`src/rtl/subleq_pkg.sv`:
```
// ---------------------------------------------------------------------------
// subleq_pkg
// Constants shared by control_unit and the SUBLEQ datapath:
//   - address source encodings (adr_reg_sel)
//   - data register encodings  (dat_reg_sel)
//   - PC update encodings      (pc_mod)
//   - default widths and RAM strobe decode helpers
// ---------------------------------------------------------------------------
package subleq_pkg;

    localparam int AW_DEF = 8;
    localparam int DW_DEF = 8;

    // Address source for ram_addr; codes 4-7 also select the PC.
    typedef enum logic [2:0] {
        SEL_PC     = 3'd0,
        SEL_PA     = 3'd1,
        SEL_PB     = 3'd2,
        SEL_PC_PTR = 3'd3
    } adr_sel_e;

    // Read destination / write source; codes 5-7 select nothing.
    // DSEL_OB is the OPD_B latch on reads and the subtract result on writes.
    typedef enum logic [2:0] {
        DSEL_PA = 3'd0,
        DSEL_PB = 3'd1,
        DSEL_PC = 3'd2,
        DSEL_OA = 3'd3,
        DSEL_OB = 3'd4
    } dat_sel_e;

    typedef enum logic [1:0] {
        PC_HOLD = 2'd0,
        PC_INC  = 2'd1,
        PC_BRC  = 2'd2,
        PC_JMP  = 2'd3
    } pc_mod_e;

    // A read capture needs the read strobe without the write strobe: when
    // both strobes are low the cycle is treated as a write only.
    function automatic logic rd_capture(input logic ena, input logic ope_n,
                                        input logic ctl_n, input logic rd_dir);
        return ena & ~ope_n & ctl_n & rd_dir;
    endfunction

    function automatic logic wr_strobe(input logic ena, input logic ctl_n,
                                       input logic rd_dir);
        return ena & ~ctl_n & ~rd_dir;
    endfunction

endpackage

```
`src/rtl/subleq_datapath_if.sv`:
```
// ---------------------------------------------------------------------------
// subleq_datapath_if
// Groups the control strobes from control_unit, the RAM bus and the status
// returned to control_unit.
//   master : control_unit + RAM side (drives strobes and ram_rdata)
//   slave  : subleq_datapath (drives RAM address/data/we and status)
// ---------------------------------------------------------------------------
interface subleq_datapath_if #(
    parameter int AW = 8,
    parameter int DW = 8
);
    // control_unit strobes
    logic [2:0]    adr_reg_sel;
    logic          adr_dir;
    logic [2:0]    dat_reg_sel;
    logic          dat_dir;
    logic          ram_ope;
    logic          ram_ctl;
    logic          ram_ena;
    logic [1:0]    pc_mod;
    // RAM bus
    logic [AW-1:0] ram_addr;
    logic [DW-1:0] ram_rdata;
    logic [DW-1:0] ram_wdata;
    logic          ram_we;
    // status back to control_unit / debug
    logic [DW-1:0] sub_out;
    logic          sub_val;
    logic          halted;
    logic [AW-1:0] pc;

    modport master (
        output adr_reg_sel, adr_dir, dat_reg_sel, dat_dir,
               ram_ope, ram_ctl, ram_ena, pc_mod, ram_rdata,
        input  ram_addr, ram_wdata, ram_we, sub_out, sub_val, halted, pc
    );

    modport slave (
        input  adr_reg_sel, adr_dir, dat_reg_sel, dat_dir,
               ram_ope, ram_ctl, ram_ena, pc_mod, ram_rdata,
        output ram_addr, ram_wdata, ram_we, sub_out, sub_val, halted, pc
    );

endinterface

```
`src/rtl/subleq_alu.sv`:
```
// ---------------------------------------------------------------------------
// subleq_alu
// Registered subtractor for the SUBLEQ datapath.
//   clk, res    : clock, synchronous active-high reset
//   opd_a_i/b_i : operand latches from the datapath
//   opd_cap_i   : an OPD_A or OPD_B capture is strobed this cycle
//   sub_out_o   : registered OPD_B - OPD_A (two's complement wrap)
//   sub_val_o   : sub_out_o reflects the current operand latches
//   leq_o       : sub_out_o <= 0 as a signed value
// ---------------------------------------------------------------------------
module subleq_alu #(
    parameter int DW = 8
) (
    input  logic          clk,
    input  logic          res,
    input  logic [DW-1:0] opd_a_i,
    input  logic [DW-1:0] opd_b_i,
    input  logic          opd_cap_i,
    output logic [DW-1:0] sub_out_o,
    output logic          sub_val_o,
    output logic          leq_o
);

    logic signed [DW-1:0] sub_q, sub_d;
    logic                 val_q, val_d;

    function automatic logic signed [DW-1:0] sub_wrap(input logic signed [DW-1:0] b,
                                                      input logic signed [DW-1:0] a);
        return b - a;
    endfunction

    always_comb begin
        sub_d = sub_wrap($signed(opd_b_i), $signed(opd_a_i));
        // The latched operands change on a capture edge, so the result is
        // only trustworthy one edge after the last capture.
        val_d = ~opd_cap_i;
    end

    // Stage boundary: operand latches -> result register
    always_ff @(posedge clk) begin
        if (res) begin
            sub_q <= '0;
            val_q <= 1'b0;
        end else begin
            sub_q <= sub_d;
            val_q <= val_d;
        end
    end

    assign sub_out_o = sub_q;
    // Masked during a capture cycle so a branch issued alongside an operand
    // load never acts on the previous instruction's result.
    assign sub_val_o = val_q & ~opd_cap_i;
    assign leq_o     = sub_q[DW-1] | ~(|sub_q);

endmodule

```
`src/rtl/subleq_datapath.sv`:
```
// ---------------------------------------------------------------------------
// subleq_datapath
// Datapath stage of the SUBLEQ machine: PC, operand pointers (A, B, C),
// operand values and subtract result; executes mem[B] -= mem[A] and
// branches to C when the result is <= 0. A taken branch to HALT_ADDR halts.
//   clk : system clock, rising edge
//   res : synchronous active-high reset, priority over every strobe
//   bus : subleq_datapath_if.slave -- control strobes in, RAM address /
//         write data / write enable out, sub_out/sub_val/halted/pc out
// ---------------------------------------------------------------------------
module subleq_datapath
    import subleq_pkg::*;
#(
    parameter int            AW        = AW_DEF,
    parameter int            DW        = DW_DEF,
    parameter logic [AW-1:0] RESET_PC  = '0,
    parameter logic [AW-1:0] HALT_ADDR = {AW{1'b1}}
) (
    input  logic               clk,
    input  logic               res,
    subleq_datapath_if.slave   bus
);

    logic [AW-1:0] pc_q,    pc_d;
    logic [AW-1:0] ptr_a_q, ptr_a_d;
    logic [AW-1:0] ptr_b_q, ptr_b_d;
    logic [AW-1:0] ptr_c_q, ptr_c_d;
    logic [DW-1:0] opd_a_q, opd_a_d;
    logic [DW-1:0] opd_b_q, opd_b_d;
    logic          halted_q, halted_d;

    logic          cap;
    logic          wr;
    logic          opd_cap;
    logic          take;
    logic [DW-1:0] sub_out;
    logic          sub_val;
    logic          leq;

    assign cap = rd_capture(bus.ram_ena, bus.ram_ope, bus.ram_ctl, bus.dat_dir);
    assign wr  = wr_strobe(bus.ram_ena, bus.ram_ctl, bus.dat_dir);
    assign opd_cap = cap & ((bus.dat_reg_sel == DSEL_OA) || (bus.dat_reg_sel == DSEL_OB));

    subleq_alu #(.DW(DW)) u_alu (
        .clk       (clk),
        .res       (res),
        .opd_a_i   (opd_a_q),
        .opd_b_i   (opd_b_q),
        .opd_cap_i (opd_cap),
        .sub_out_o (sub_out),
        .sub_val_o (sub_val),
        .leq_o     (leq)
    );

    // Register capture from RAM read data
    always_comb begin
        ptr_a_d = ptr_a_q;
        ptr_b_d = ptr_b_q;
        ptr_c_d = ptr_c_q;
        opd_a_d = opd_a_q;
        opd_b_d = opd_b_q;
        if (cap) begin
            case (bus.dat_reg_sel)
                DSEL_PA: ptr_a_d = bus.ram_rdata;
                DSEL_PB: ptr_b_d = bus.ram_rdata;
                DSEL_PC: ptr_c_d = bus.ram_rdata;
                DSEL_OA: opd_a_d = bus.ram_rdata;
                DSEL_OB: opd_b_d = bus.ram_rdata;
                default: ;
            endcase
        end
    end

    // PC update and halt detection. Branches read ptr_c_q, so a PTR_C
    // capture in the same cycle does not affect the target.
    always_comb begin
        pc_d     = pc_q;
        halted_d = halted_q;
        take     = 1'b0;
        if (!halted_q) begin
            case (bus.pc_mod)
                PC_INC:  pc_d = pc_q + 1'b1;
                PC_BRC:  take = sub_val & leq;
                PC_JMP:  take = 1'b1;
                default: ;
            endcase
            if (take) begin
                pc_d = ptr_c_q;
                if (ptr_c_q == HALT_ADDR) begin
                    halted_d = 1'b1;
                end
            end
        end
    end

    // Stage boundary: strobes and read data -> architectural registers
    always_ff @(posedge clk) begin
        if (res) begin
            pc_q     <= RESET_PC;
            ptr_a_q  <= '0;
            ptr_b_q  <= '0;
            ptr_c_q  <= '0;
            opd_a_q  <= '0;
            opd_b_q  <= '0;
            halted_q <= 1'b0;
        end else begin
            pc_q     <= pc_d;
            ptr_a_q  <= ptr_a_d;
            ptr_b_q  <= ptr_b_d;
            ptr_c_q  <= ptr_c_d;
            opd_a_q  <= opd_a_d;
            opd_b_q  <= opd_b_d;
            halted_q <= halted_d;
        end
    end

    // Address mux; adr_dir=1 releases the bus by forcing address 0.
    always_comb begin
        bus.ram_addr = '0;
        if (!bus.adr_dir) begin
            case (bus.adr_reg_sel)
                SEL_PA:     bus.ram_addr = ptr_a_q;
                SEL_PB:     bus.ram_addr = ptr_b_q;
                SEL_PC_PTR: bus.ram_addr = ptr_c_q;
                default:    bus.ram_addr = pc_q;
            endcase
        end
    end

    // Write data mux; the OPD_B code writes back the subtract result.
    always_comb begin
        case (bus.dat_reg_sel)
            DSEL_PA: bus.ram_wdata = ptr_a_q;
            DSEL_PB: bus.ram_wdata = ptr_b_q;
            DSEL_PC: bus.ram_wdata = ptr_c_q;
            DSEL_OA: bus.ram_wdata = opd_a_q;
            DSEL_OB: bus.ram_wdata = sub_out;
            default: bus.ram_wdata = '0;
        endcase
    end

    // Reset suppresses a write strobed in the same cycle.
    assign bus.ram_we  = wr & ~halted_q & ~res;
    assign bus.sub_out = sub_out;
    assign bus.sub_val = sub_val;
    assign bus.halted  = halted_q;
    assign bus.pc      = pc_q;

endmodule
```
`src/flat_wrapper.sv`:
```
// flat-port wrapper written by rule: the top's interface ports become plain ports
module subleq_datapath_flat import subleq_pkg::*;
#(
    parameter int            AW        = AW_DEF,
    parameter int            DW        = DW_DEF,
    parameter logic [AW-1:0] RESET_PC  = '0,
    parameter logic [AW-1:0] HALT_ADDR = {AW{1'b1}}
)
  (clk, res, bus_adr_reg_sel, bus_adr_dir, bus_dat_reg_sel, bus_dat_dir, bus_ram_ope, bus_ram_ctl, bus_ram_ena, bus_pc_mod, bus_ram_rdata, bus_ram_addr, bus_ram_wdata, bus_ram_we, bus_sub_out, bus_sub_val, bus_halted, bus_pc);
  subleq_datapath_if #(.AW(AW), .DW(DW)) bus_i ();
  input  logic clk;
  input  logic res;
  input wire logic [$bits(bus_i.adr_reg_sel)-1:0] bus_adr_reg_sel;
  input wire logic [$bits(bus_i.adr_dir)-1:0] bus_adr_dir;
  input wire logic [$bits(bus_i.dat_reg_sel)-1:0] bus_dat_reg_sel;
  input wire logic [$bits(bus_i.dat_dir)-1:0] bus_dat_dir;
  input wire logic [$bits(bus_i.ram_ope)-1:0] bus_ram_ope;
  input wire logic [$bits(bus_i.ram_ctl)-1:0] bus_ram_ctl;
  input wire logic [$bits(bus_i.ram_ena)-1:0] bus_ram_ena;
  input wire logic [$bits(bus_i.pc_mod)-1:0] bus_pc_mod;
  input wire logic [$bits(bus_i.ram_rdata)-1:0] bus_ram_rdata;
  output wire logic [$bits(bus_i.ram_addr)-1:0] bus_ram_addr;
  output wire logic [$bits(bus_i.ram_wdata)-1:0] bus_ram_wdata;
  output wire logic [$bits(bus_i.ram_we)-1:0] bus_ram_we;
  output wire logic [$bits(bus_i.sub_out)-1:0] bus_sub_out;
  output wire logic [$bits(bus_i.sub_val)-1:0] bus_sub_val;
  output wire logic [$bits(bus_i.halted)-1:0] bus_halted;
  output wire logic [$bits(bus_i.pc)-1:0] bus_pc;
  assign bus_i.adr_reg_sel = bus_adr_reg_sel;
  assign bus_i.adr_dir = bus_adr_dir;
  assign bus_i.dat_reg_sel = bus_dat_reg_sel;
  assign bus_i.dat_dir = bus_dat_dir;
  assign bus_i.ram_ope = bus_ram_ope;
  assign bus_i.ram_ctl = bus_ram_ctl;
  assign bus_i.ram_ena = bus_ram_ena;
  assign bus_i.pc_mod = bus_pc_mod;
  assign bus_i.ram_rdata = bus_ram_rdata;
  assign bus_ram_addr = bus_i.ram_addr;
  assign bus_ram_wdata = bus_i.ram_wdata;
  assign bus_ram_we = bus_i.ram_we;
  assign bus_sub_out = bus_i.sub_out;
  assign bus_sub_val = bus_i.sub_val;
  assign bus_halted = bus_i.halted;
  assign bus_pc = bus_i.pc;
  subleq_datapath #(.AW(AW), .DW(DW), .RESET_PC(RESET_PC), .HALT_ADDR(HALT_ADDR)) u_core (.clk(clk), .res(res), .bus(bus_i));
endmodule
```
`config.mk`:
```
export PLATFORM = sky130hd
export DESIGN_NAME = subleq_datapath_flat
export DESIGN_NICKNAME = d
export VERILOG_FILES = /design/src/rtl/subleq_pkg.sv /design/src/rtl/subleq_datapath_if.sv /design/src/rtl/subleq_alu.sv /design/src/rtl/subleq_datapath.sv /design/src/flat_wrapper.sv
export SDC_FILE = /design/constraint.sdc
export NUM_CORES = 1
export LEC_CHECK = 0
export ABC_AREA = 1
export CAP_MARGIN = 20
export CORE_MARGIN = 10
export CORE_UTILIZATION = 40
export DETAILED_ROUTE_END_ITERATION = 10
export HOLD_SLACK_MARGIN = 0.02
export PLACE_DENSITY = 0.66
export SYNTH_ARGS = -nofsm -noshare
export SYNTH_HDL_FRONTEND = slang
export SYNTH_SLANG_ARGS = --single-unit
```
`constraint.sdc`:
```
create_clock -name clk -period 4.7 [get_ports clk]
set_input_delay 0.94 -clock clk [delete_from_list [all_inputs] [get_ports clk]]
set_output_delay 0.94 -clock clk [all_outputs]
set_load 0.02 [all_outputs]
```
* After elaboration in Yosys (flattened, before gate mapping)
Index checks and enable logic that the tools add are counted.
Word-level totals: flip-flop bits (word level) 58, bits in latches 0, bits in writable memories 0, memory bits (read-only) 0, logic and storage cells 60, memories 0
Cells by class: add/sub/neg operators 2, multipliers 0, divide/modulo/power cells 0, $lt $le $gt $ge 0, eq/ne operators 11, shift-type cells 0, mux-type cells 10, bitwise logic cells 18, reductions and logical operators 10
Operators with widths (number):
- $pmux 8 s5 | 1
- $mux 8 | 3
- $pmux 8 s3 | 1
- $eq 3x2->1 const B | 4
- $reduce_and 2->1 | 6
- $and 1x1->1 | 10
- $add 8x1->8 const B | 1
- $eq 8x8->1 const B | 1
- $reduce_or 8->1 | 1
- $sub 8x8->8 | 1
- $not 1->1 | 7
- $eq 3x1->1 const B | 2
- $eq 2x2->1 const B | 2
- $mux 1 | 4
- $eq 3x3->1 const B | 1
- $logic_not 3->1 | 1
- $eq 2x1->1 const B | 1
- $pmux 1 s2 | 1
- $reduce_bool 2->1 | 1
- $logic_or 1x1->1 | 1
- $or 1x1->1 | 1

* Longest topological paths before layout
Gate-level depths: netlist (run 1).
depth in word-level cells 12, gate-level depth with buffers 11, mapped depth without buffers 11

* Hierarchy
Synthesis (run 1) repeated with hierarchy kept, for this count alone.
Second synthesis, totals: cells, all modules 465, area total of the unflattened synthesis 3084.2 um2
By module, submodules not included:
- subleq_datapath | instances 1, cells each 378, area each 2484.9 um2
- subleq_alu | instances 1, cells each 87, area each 599.3 um2

* Worst setup path before layout (run 1)
OpenSTA, ideal clock, no wires.
path type input to output, start point in bus_adr_reg_sel[0], end point out bus_ram_addr[6], arrival time 1876 ps, data required time 3760 ps, setup slack 1884 ps, stages on the path 5, cells stage by stage inv_1 -> nor3_2 -> nor2_1 -> nand2_1 -> a31oi_1
On the way: cells in the longest elaborated chain, start to end 3, elaborated cells on any way between the ends 5
Ends and longest elaborated chain:
- start: declaration | line flat_wrapper.sv:13 | input wire logic [$bits(bus_i.adr_reg_sel)-1:0] bus_adr_reg_sel;
- $eq 3x2->1 / $eq 3x1->1 (equally long branches) | line subleq_datapath.sv:121 | case (bus.adr_reg_sel)
- $pmux 8 s3 (*) | line subleq_datapath.sv:121
- $mux 8 (*) | line subleq_datapath.sv:120 | if (!bus.adr_dir) begin
- end: declaration | line flat_wrapper.sv:22 | output wire logic [$bits(bus_i.ram_addr)-1:0] bus_ram_addr;
Mark *: on every way between the ends. The rest lies on a longest branch, timed or not.

* Worst setup path in the final report (run 1)
start point in bus_adr_reg_sel[1], end point out bus_ram_addr[1]
Same word-level chain as after synthesis.

==> impl_metrics.json, run 1 <==
{
  "run_status": "finished clean",
  "number_of_vias_in_the_routed_layout": 3105,
  "wl_um": 8690,
  "antenna-diode-count": 0,
  "arrival_ns": 3.02,
  "synth.cell_area_um2": 3080,
  "synth_seq_area_share_pct": 37.6,
  "overflow": 0,
  "placement.io_buffers": 57,
  "max_slew_margin_pct": 61.9,
  "layout_cells_sized_above_1_pct": 6.88,
  "synth_simple_gate_area_share_pct": 26.4,
  "ctsLongestPathBuffers": 2,
  "worst_slew_pin_slew_ns": 0.569,
  "timing.final.crit_period_ns": 3.96,
  "finalHoldViolations": 0,
  "synth_compound_gate_area_share_pct": 23.0,
  "power_density_nw_per_um2": 299,
  "cts_resized": 0,
  "nets": 536,
  "ir_drop_mv": 0.198,
  "top_level_ports": 58,
  "dp.final_hpwl_um": 6780,
  "weighted_congestion_reported_at_the_end_of_routability_driven_placement": 0.863,
  "placement_rows": 31,
  "netlist-cell-type-count": 40,
  "ys_seq_elements": 58,
  "final_critical_path_setup_slack_ns": 0.745,
  "grt_pass1_vias": 2985,
  "drt_iter0_drc": 216,
  "dieArea_um2": 11600,
  "grt_first_pass_wirelength_um": 14200,
  "unrepaired_setup_endpoints_after_global_routing": "no",
  "synth_top_family_by_area": "simple AND/OR/NAND/NOR gates",
  "criticalPathCategory": "in2out",
  "period_share_pct": 84.2,
  "area_growth_pct": 28.2,
  "mostFrequentLayoutCell": "sky130_fd_sc_hd__nor2_1",
  "synth-xor-area-share_pct": 1.14,
  "route.detailed.vias_per_inst": 5.11,
  "synth_edf_count": 0,
  "crit_path_max_fanout": 9,
  "synth_top_cell_by_area": "sky130_fd_sc_hd__dfxtp_1",
  "wl_per_cell_um": 14.3,
  "initial_util_pct": 41.9,
  "n_fill_cell": 726,
  "antenna_found_initial": 0,
  "layout.cells.most_common_list": "83 x sky130_fd_sc_hd__nor2_1, 76 x sky130_fd_sc_hd__nand2_1, 59 x sky130_fd_sc_hd__o21ai_0",
  "antenna_violating_nets_left": 0,
  "net_count_synth": 477,
  "pre_cts_setup_slack_ns": 0.763,
  "ys_top_cells_by_area": "sky130_fd_sc_hd__dfxtp_1 38%, sky130_fd_sc_hd__nor2_1 10%, sky130_fd_sc_hd__o21ai_0 9.6%, sky130_fd_sc_hd__nand2_1 9.2%, sky130_fd_sc_hd__inv_1 6.1%",
  "postCtsHoldBufs": 0,
  "regToRegEndpoint": "u_core.u_alu.sub_out_o[6]",
  "clock_tree_from_tritoncts": "built",
  "cts.reportedPaths.clkPinSlew_ns": 0.06,
  "yosysWarnings": 0,
  "insertion_delay_ns": 0.34,
  "tns_ns": 0,
  "cp_data_required_time_ns": 3.76,
  "final-setup-viol-count": 0,
  "crit_path_start": "bus_adr_reg_sel[1]",
  "drv_cap": 0,
  "ctsRootBufferMaster": "sky130_fd_sc_hd__clkbuf_8",
  "netlist.area_leader.share_pct": 37.6,
  "r2r_setup_slack_ns": 2.81,
  "report.final.slew_viol_count": 0,
  "crit_end": "bus_ram_addr[1]",
  "start_kind": "input port",
  "cp-end-kind": "output pin",
  "grt_max_degree": 53,
  "global_route.usage.total_pct": 15.1,
  "fp.coreArea_um2": 7370,
  "cts_made_buffers": 9,
  "p_leak_nw": 1.56,
  "ctsHtreeMaxLevel": 3,
  "reg2reg_from": "u_core.opd_b_q[0]",
  "drc": 0,
  "async_s_r_ff_share_synth_pct": 0,
  "postCtsSetupBuffers": 0,
  "dieWidth_um": 108,
  "worst_hold_path_type": "reg2reg",
  "die_h_um": 108,
  "finClkSkew_ns": 0.00434,
  "drtPass1Iterations": 4,
  "reg2regPathDepth": 10,
  "tritoncts_num_sinks": 58,
  "yosys_most_used_dff": "sky130_fd_sc_hd__dfxtp_1",
  "post_synth_inst_count": 445,
  "achievable-frequency_mhz": 253,
  "synthAdderAreaFrac_pct": 3.89,
  "postSynthAreaPerCell_um2": 6.93,
  "synth.mux.area_fraction_pct": 0
}
-- routing by layer --
metal	GRT usage (%)	part of all wire (%)	up-vias
met1	17.4	44	1415
met3	4.25	5.9	11
met4	4.96	1.2	0
met5	0	0	-
met2	26.1	49	76
li1	-	-	1603
-- report_power, final --
part	total [mW]	switching, mW	internal [mW]	leakage [nW]
sequential	0.519	0.0150	0.504	0.470
clock	0.496	0.193	0.303	0.110
combinational	0.166	0.0962	0.0700	0.982
total	1.18	0.304	0.877	1.56
-- logic make-up (layout without fill, tap and decap cells) --
family,after synthesis,in the layout
AO/OA/AOI/OAI,122,122
flip-flops,58,58
AND/OR/NAND/NOR,190,190
XOR/XNOR,4,4
adder cells (fa/ha/maj),9,9
buffers and inverters,62,126
-- how the worst min path moves through the flow --
| stage | cells after the start | endpoint | slack [ns] | startpoint |
|---|---|---|---|---|
| 3_3_place_gp | 2 | u_core.opd_b_q[0] | 0.45 | u_core.opd_b_q[0] |
| 6_report | 2 | u_core.opd_b_q[0] | 0.48 | u_core.opd_b_q[0] |
| 3_5_place_dp | 2 | u_core.opd_b_q[0] | 0.48 | u_core.opd_b_q[0] |
| 2_1_floorplan | 2 | u_core.opd_b_q[0] | 0.44 | u_core.opd_b_q[0] |
| 5_1_grt | 2 | u_core.opd_b_q[0] | 0.51 | u_core.opd_b_q[0] |
| 4_1_cts | 2 | u_core.opd_b_q[0] | 0.49 | u_core.opd_b_q[0] |
-- sequential cells by signal, indices dropped and copies added (netlist names) --
register	count
u_core.bus.halted	1
u_core.bus.pc	8
u_core.opd_a_q	8
u_core.opd_b_q	8
u_core.ptr_a_q	8
u_core.ptr_b_q	8
u_core.ptr_c_q	8
u_core.u_alu.sub_out_o	8
u_core.u_alu.val_q	1
-- cell usage after synthesis, types with 2 or more instances --
master                     instances
sky130_fd_sc_hd__nand3_1           9
sky130_fd_sc_hd__a221oi_1          7
sky130_fd_sc_hd__o21ai_1           6
sky130_fd_sc_hd__clkbuf_1          6
sky130_fd_sc_hd__buf_2             2
sky130_fd_sc_hd__nor3_1            2
sky130_fd_sc_hd__ha_1              8
sky130_fd_sc_hd__nand2_1          76
sky130_fd_sc_hd__a21oi_1          28
sky130_fd_sc_hd__nand3_2           5
sky130_fd_sc_hd__dfxtp_1          58
sky130_fd_sc_hd__nand3b_1          4
sky130_fd_sc_hd__a31oi_1           3
sky130_fd_sc_hd__a41oi_1           7
sky130_fd_sc_hd__inv_1            50
sky130_fd_sc_hd__o21ai_0          59
sky130_fd_sc_hd__nor2_1           83
sky130_fd_sc_hd__nand2_2           4
sky130_fd_sc_hd__nor4_1            2
sky130_fd_sc_hd__inv_2             2
sky130_fd_sc_hd__xor2_1            3
sky130_fd_sc_hd__a21oi_2           3
-- metrics by stage --
step,total power [mW],cell area [µm²],std cells,hold WS [ns],util [%]
2_1_floorplan,0.623,3080,445,0.435,-
3_3_place_gp,0.694,3740,592,0.450,50.7
3_5_place_dp,0.696,3740,592,0.476,50.7
4_1_cts,1.19,3960,608,0.486,53.7
5_1_grt,1.23,3960,608,0.512,53.7
6_report,1.18,3960,608,0.483,53.7
-- critical path, cell delays in order --
cell,delay (ns)
sky130_fd_sc_hd__clkdlybuf4s50_1,0.45
sky130_fd_sc_hd__nor3_2,0.52
sky130_fd_sc_hd__nor2_1,0.26
sky130_fd_sc_hd__nand2_1,0.11
sky130_fd_sc_hd__a41oi_1,0.14
sky130_fd_sc_hd__clkdlybuf4s50_1,0.58
-- area by class of cell --
type | instances | area (µm²) | share of cell area [%]
inverters | 52 | 195 | 4.94
flip-flops and latches | 58 | 1160 | 29.4
multi-input cells | 325 | 1680 | 42.5
well taps | 99 | 124 | 3.13
clock inverters | 1 | 30.0 | 0.759
repair buffers | 58 | 578 | 14.6
clock buffers | 15 | 186 | 4.71
Note: power is estimated with default switching activity, not from simulation.
==> run 2, diff against run 1 <==
--- a/config.mk
+++ b/config.mk
@@ -11,7 +11,7 @@
 export CORE_UTILIZATION = 40
 export DETAILED_ROUTE_END_ITERATION = 10
 export HOLD_SLACK_MARGIN = 0.02
-export PLACE_DENSITY = 0.66
+export PLACE_DENSITY = 0.68
 export SYNTH_ARGS = -nofsm -noshare
 export SYNTH_HDL_FRONTEND = slang
 export SYNTH_SLANG_ARGS = --single-unit
==> constraint.sdc (replaced) <==
create_clock -name clk -period 3.5 [get_ports clk]
set_input_delay 0.7 -clock clk [delete_from_list [all_inputs] [get_ports clk]]
set_output_delay 0.7 -clock clk [all_outputs]
set_load 0.02 [all_outputs]
==> run 2 against run 1 <==
Final cell count rose by 1.2%; total power up 44%; count of clock-buffer cells in the layout shrank 4; critical path type unchanged; largest power group is now the clock network.
==> impl_metrics.json, run 2 (synthesized netlist as in run 1, its figures left out) <==
{
  "reg2regPathDepth": 10,
  "postCtsHoldBufs": 0,
  "use_met2_pct": 26.4,
  "fp.coreArea_um2": 7370,
  "initial_util_pct": 41.9,
  "finClkSkew_ns": 0.00663,
  "dieWidth_um": 108,
  "global_route.usage.total_pct": 15.6,
  "antenna_violating_nets_left": 0,
  "reg2reg_from": "u_core.opd_b_q[0]",
  "regToRegEndpoint": "u_core.u_alu.sub_out_o[6]",
  "area_growth_pct": 31.3,
  "insertion_delay_ns": 0.34,
  "r2r_setup_slack_ns": 1.61,
  "design_power_total_mw": 1.70,
  "drv_cap": 0,
  "cp-end-kind": "output pin",
  "final-setup-viol-count": 0,
  "drt_iter0_drc": 125,
  "tritoncts_num_sinks": 58,
  "use_met3_pct": 3.53,
  "weighted_congestion_reported_at_the_end_of_routability_driven_placement": 0.893,
  "nets": 543,
  "tns_ns": 0,
  "mostFrequentLayoutCell": "sky130_fd_sc_hd__nor2_1",
  "post-place-cells": 599,
  "drc": 0,
  "wl_um": 9010,
  "grt_max_degree": 53,
  "dp.final_hpwl_um": 7080,
  "achievable-frequency_mhz": 300,
  "antenna_found_initial": 0,
  "report.final.slew_viol_count": 0,
  "clock_tree_from_tritoncts": "built",
  "overflow": 0,
  "ctsRootBufferMaster": "sky130_fd_sc_hd__clkbuf_8",
  "ctsHtreeMaxLevel": 3,
  "layout.cells.most_common_list": "83 x sky130_fd_sc_hd__nor2_1, 76 x sky130_fd_sc_hd__nand2_1, 59 x sky130_fd_sc_hd__o21ai_0",
  "postCtsSetupBuffers": 0,
  "number_of_vias_in_the_routed_layout": 3122,
  "finish.instance_area_um2": 4050,
  "power_density_nw_per_um2": 420,
  "antenna-diode-count": 0,
  "grt_pass1_vias": 3017,
  "arrival_ns": 2.64,
  "placement_rows": 31,
  "route.detailed.vias_per_inst": 5.08,
  "cts_made_buffers": 9,
  "layoutNonFillerInstCount": 615,
  "unrepaired_setup_endpoints_after_global_routing": "no",
  "criticalPathCategory": "in2out",
  "cp_data_required_time_ns": 2.80,
  "max_slew_margin_pct": 70.4,
  "ctsLongestPathBuffers": 2,
  "die_h_um": 108,
  "wl_per_cell_um": 14.6,
  "crit_path_max_fanout": 8,
  "grt_first_pass_wirelength_um": 14800,
  "grt.met1_usage_pct": 18.6,
  "placement.io_buffers": 57,
  "drtPass1Iterations": 4,
  "n_fill_cell": 722,
  "top_usage_layer": "met2",
  "holdCritStartpoint": "u_core.opd_b_q[0]",
  "cts_resized": 0,
  "finalHoldViolations": 0,
  "layout_cells_sized_above_1_pct": 8.53,
  "hold_end": "u_core.opd_b_q[0]",
  "top_level_ports": 58,
  "min_path_cells": 2,
  "worst_hold_path_type": "reg2reg",
  "start_kind": "input port",
  "dieArea_um2": 11600,
  "detailed_place.area_um2": 3790,
  "ir_drop_mv": 0.190,
  "run_status": "finished clean",
  "cts.reportedPaths.clkPinSlew_ns": 0.07,
  "period_share_pct": 95.4,
  "worst_slew_pin_slew_ns": 0.444,
  "p_leak_nw": 1.67,
  "timing.final.crit_period_ns": 3.34
}
[run 2: cell count changes in the layout (fill, tap and decap cells not counted)]
cell / previous run / this run
sky130_fd_sc_hd__buf_4: 1 / 8
sky130_fd_sc_hd__clkdlybuf4s50_1: 57 / 54
sky130_fd_sc_hd__dlymetal6s2s_1: 0 / 3
sky130_fd_sc_hd__bufinv_16: 1 / 3
sky130_fd_sc_hd__clkbuf_1: 2 / 0
sky130_fd_sc_hd__clkbuf_8: 13 / 11
sky130_fd_sc_hd__clkinv_2: 0 / 2
[run 2: critical path, stage by stage]
cell	delay (ns)
sky130_fd_sc_hd__clkdlybuf4s50_1	0.51
sky130_fd_sc_hd__inv_1	0.05
sky130_fd_sc_hd__nor2_1	0.13
sky130_fd_sc_hd__nand2_1	0.07
sky130_fd_sc_hd__inv_1	0.20
sky130_fd_sc_hd__nand2_1	0.09
sky130_fd_sc_hd__a41oi_1	0.23
sky130_fd_sc_hd__clkdlybuf4s50_1	0.65
[run 2: worst max path at each step]
stage | startpoint | end | slack [ns] | cells past startpoint
2_1_floorplan | bus_adr_reg_sel[0] | bus_ram_addr[6] | 1.16 | 5
3_3_place_gp | bus_adr_reg_sel[1] | bus_ram_addr[0] | 0.17 | 8
3_5_place_dp | bus_adr_reg_sel[1] | bus_ram_addr[0] | 0.09 | 8
4_1_cts | bus_adr_reg_sel[1] | bus_ram_addr[0] | 0.08 | 8
5_1_grt | bus_dat_reg_sel[2] | bus_ram_wdata[7] | 0.008 | 9
6_report | bus_adr_reg_sel[1] | bus_ram_addr[4] | 0.16 | 8
[run 2: power breakdown]
| part | leakage, nW | total, mW | switching, mW | internal (mW) |
|---|---|---|---|---|
| registers | 0.470 | 0.696 | 0.0201 | 0.676 |
| clock network | 0.129 | 0.778 | 0.269 | 0.509 |
| logic | 1.07 | 0.228 | 0.130 | 0.0979 |
[run 2: layout make-up]
cell class	count	area (µm²)	share of cell area, %
Timing Repair Buffer	65	638	15.8
Clock inverter	5	100	2.47
Multi-Input combinational cell	325	1680	41.5
Tap cell	99	124	3.06
Clock buffer	11	151	3.74
Sequential cell	58	1160	28.7
Inverter	52	195	4.82
[run 2: through the flow]
stage	setup WS, ns	util (%)	hold slack [ns]
floorplan	1.16	-	0.435
global placement	0.165	51.4	0.449
detailed placement	0.0860	51.4	0.465
CTS	0.0831	54.9	0.474
global route	0.00793	55.0	0.490
finish	0.162	55.0	0.472
[run 2: metal layers]
metal  vias up  routed length, µm
met4         0                141
met1      1415               4000
met2        85               4290
met3        12                575
met5         -                  0
li1       1610                  -
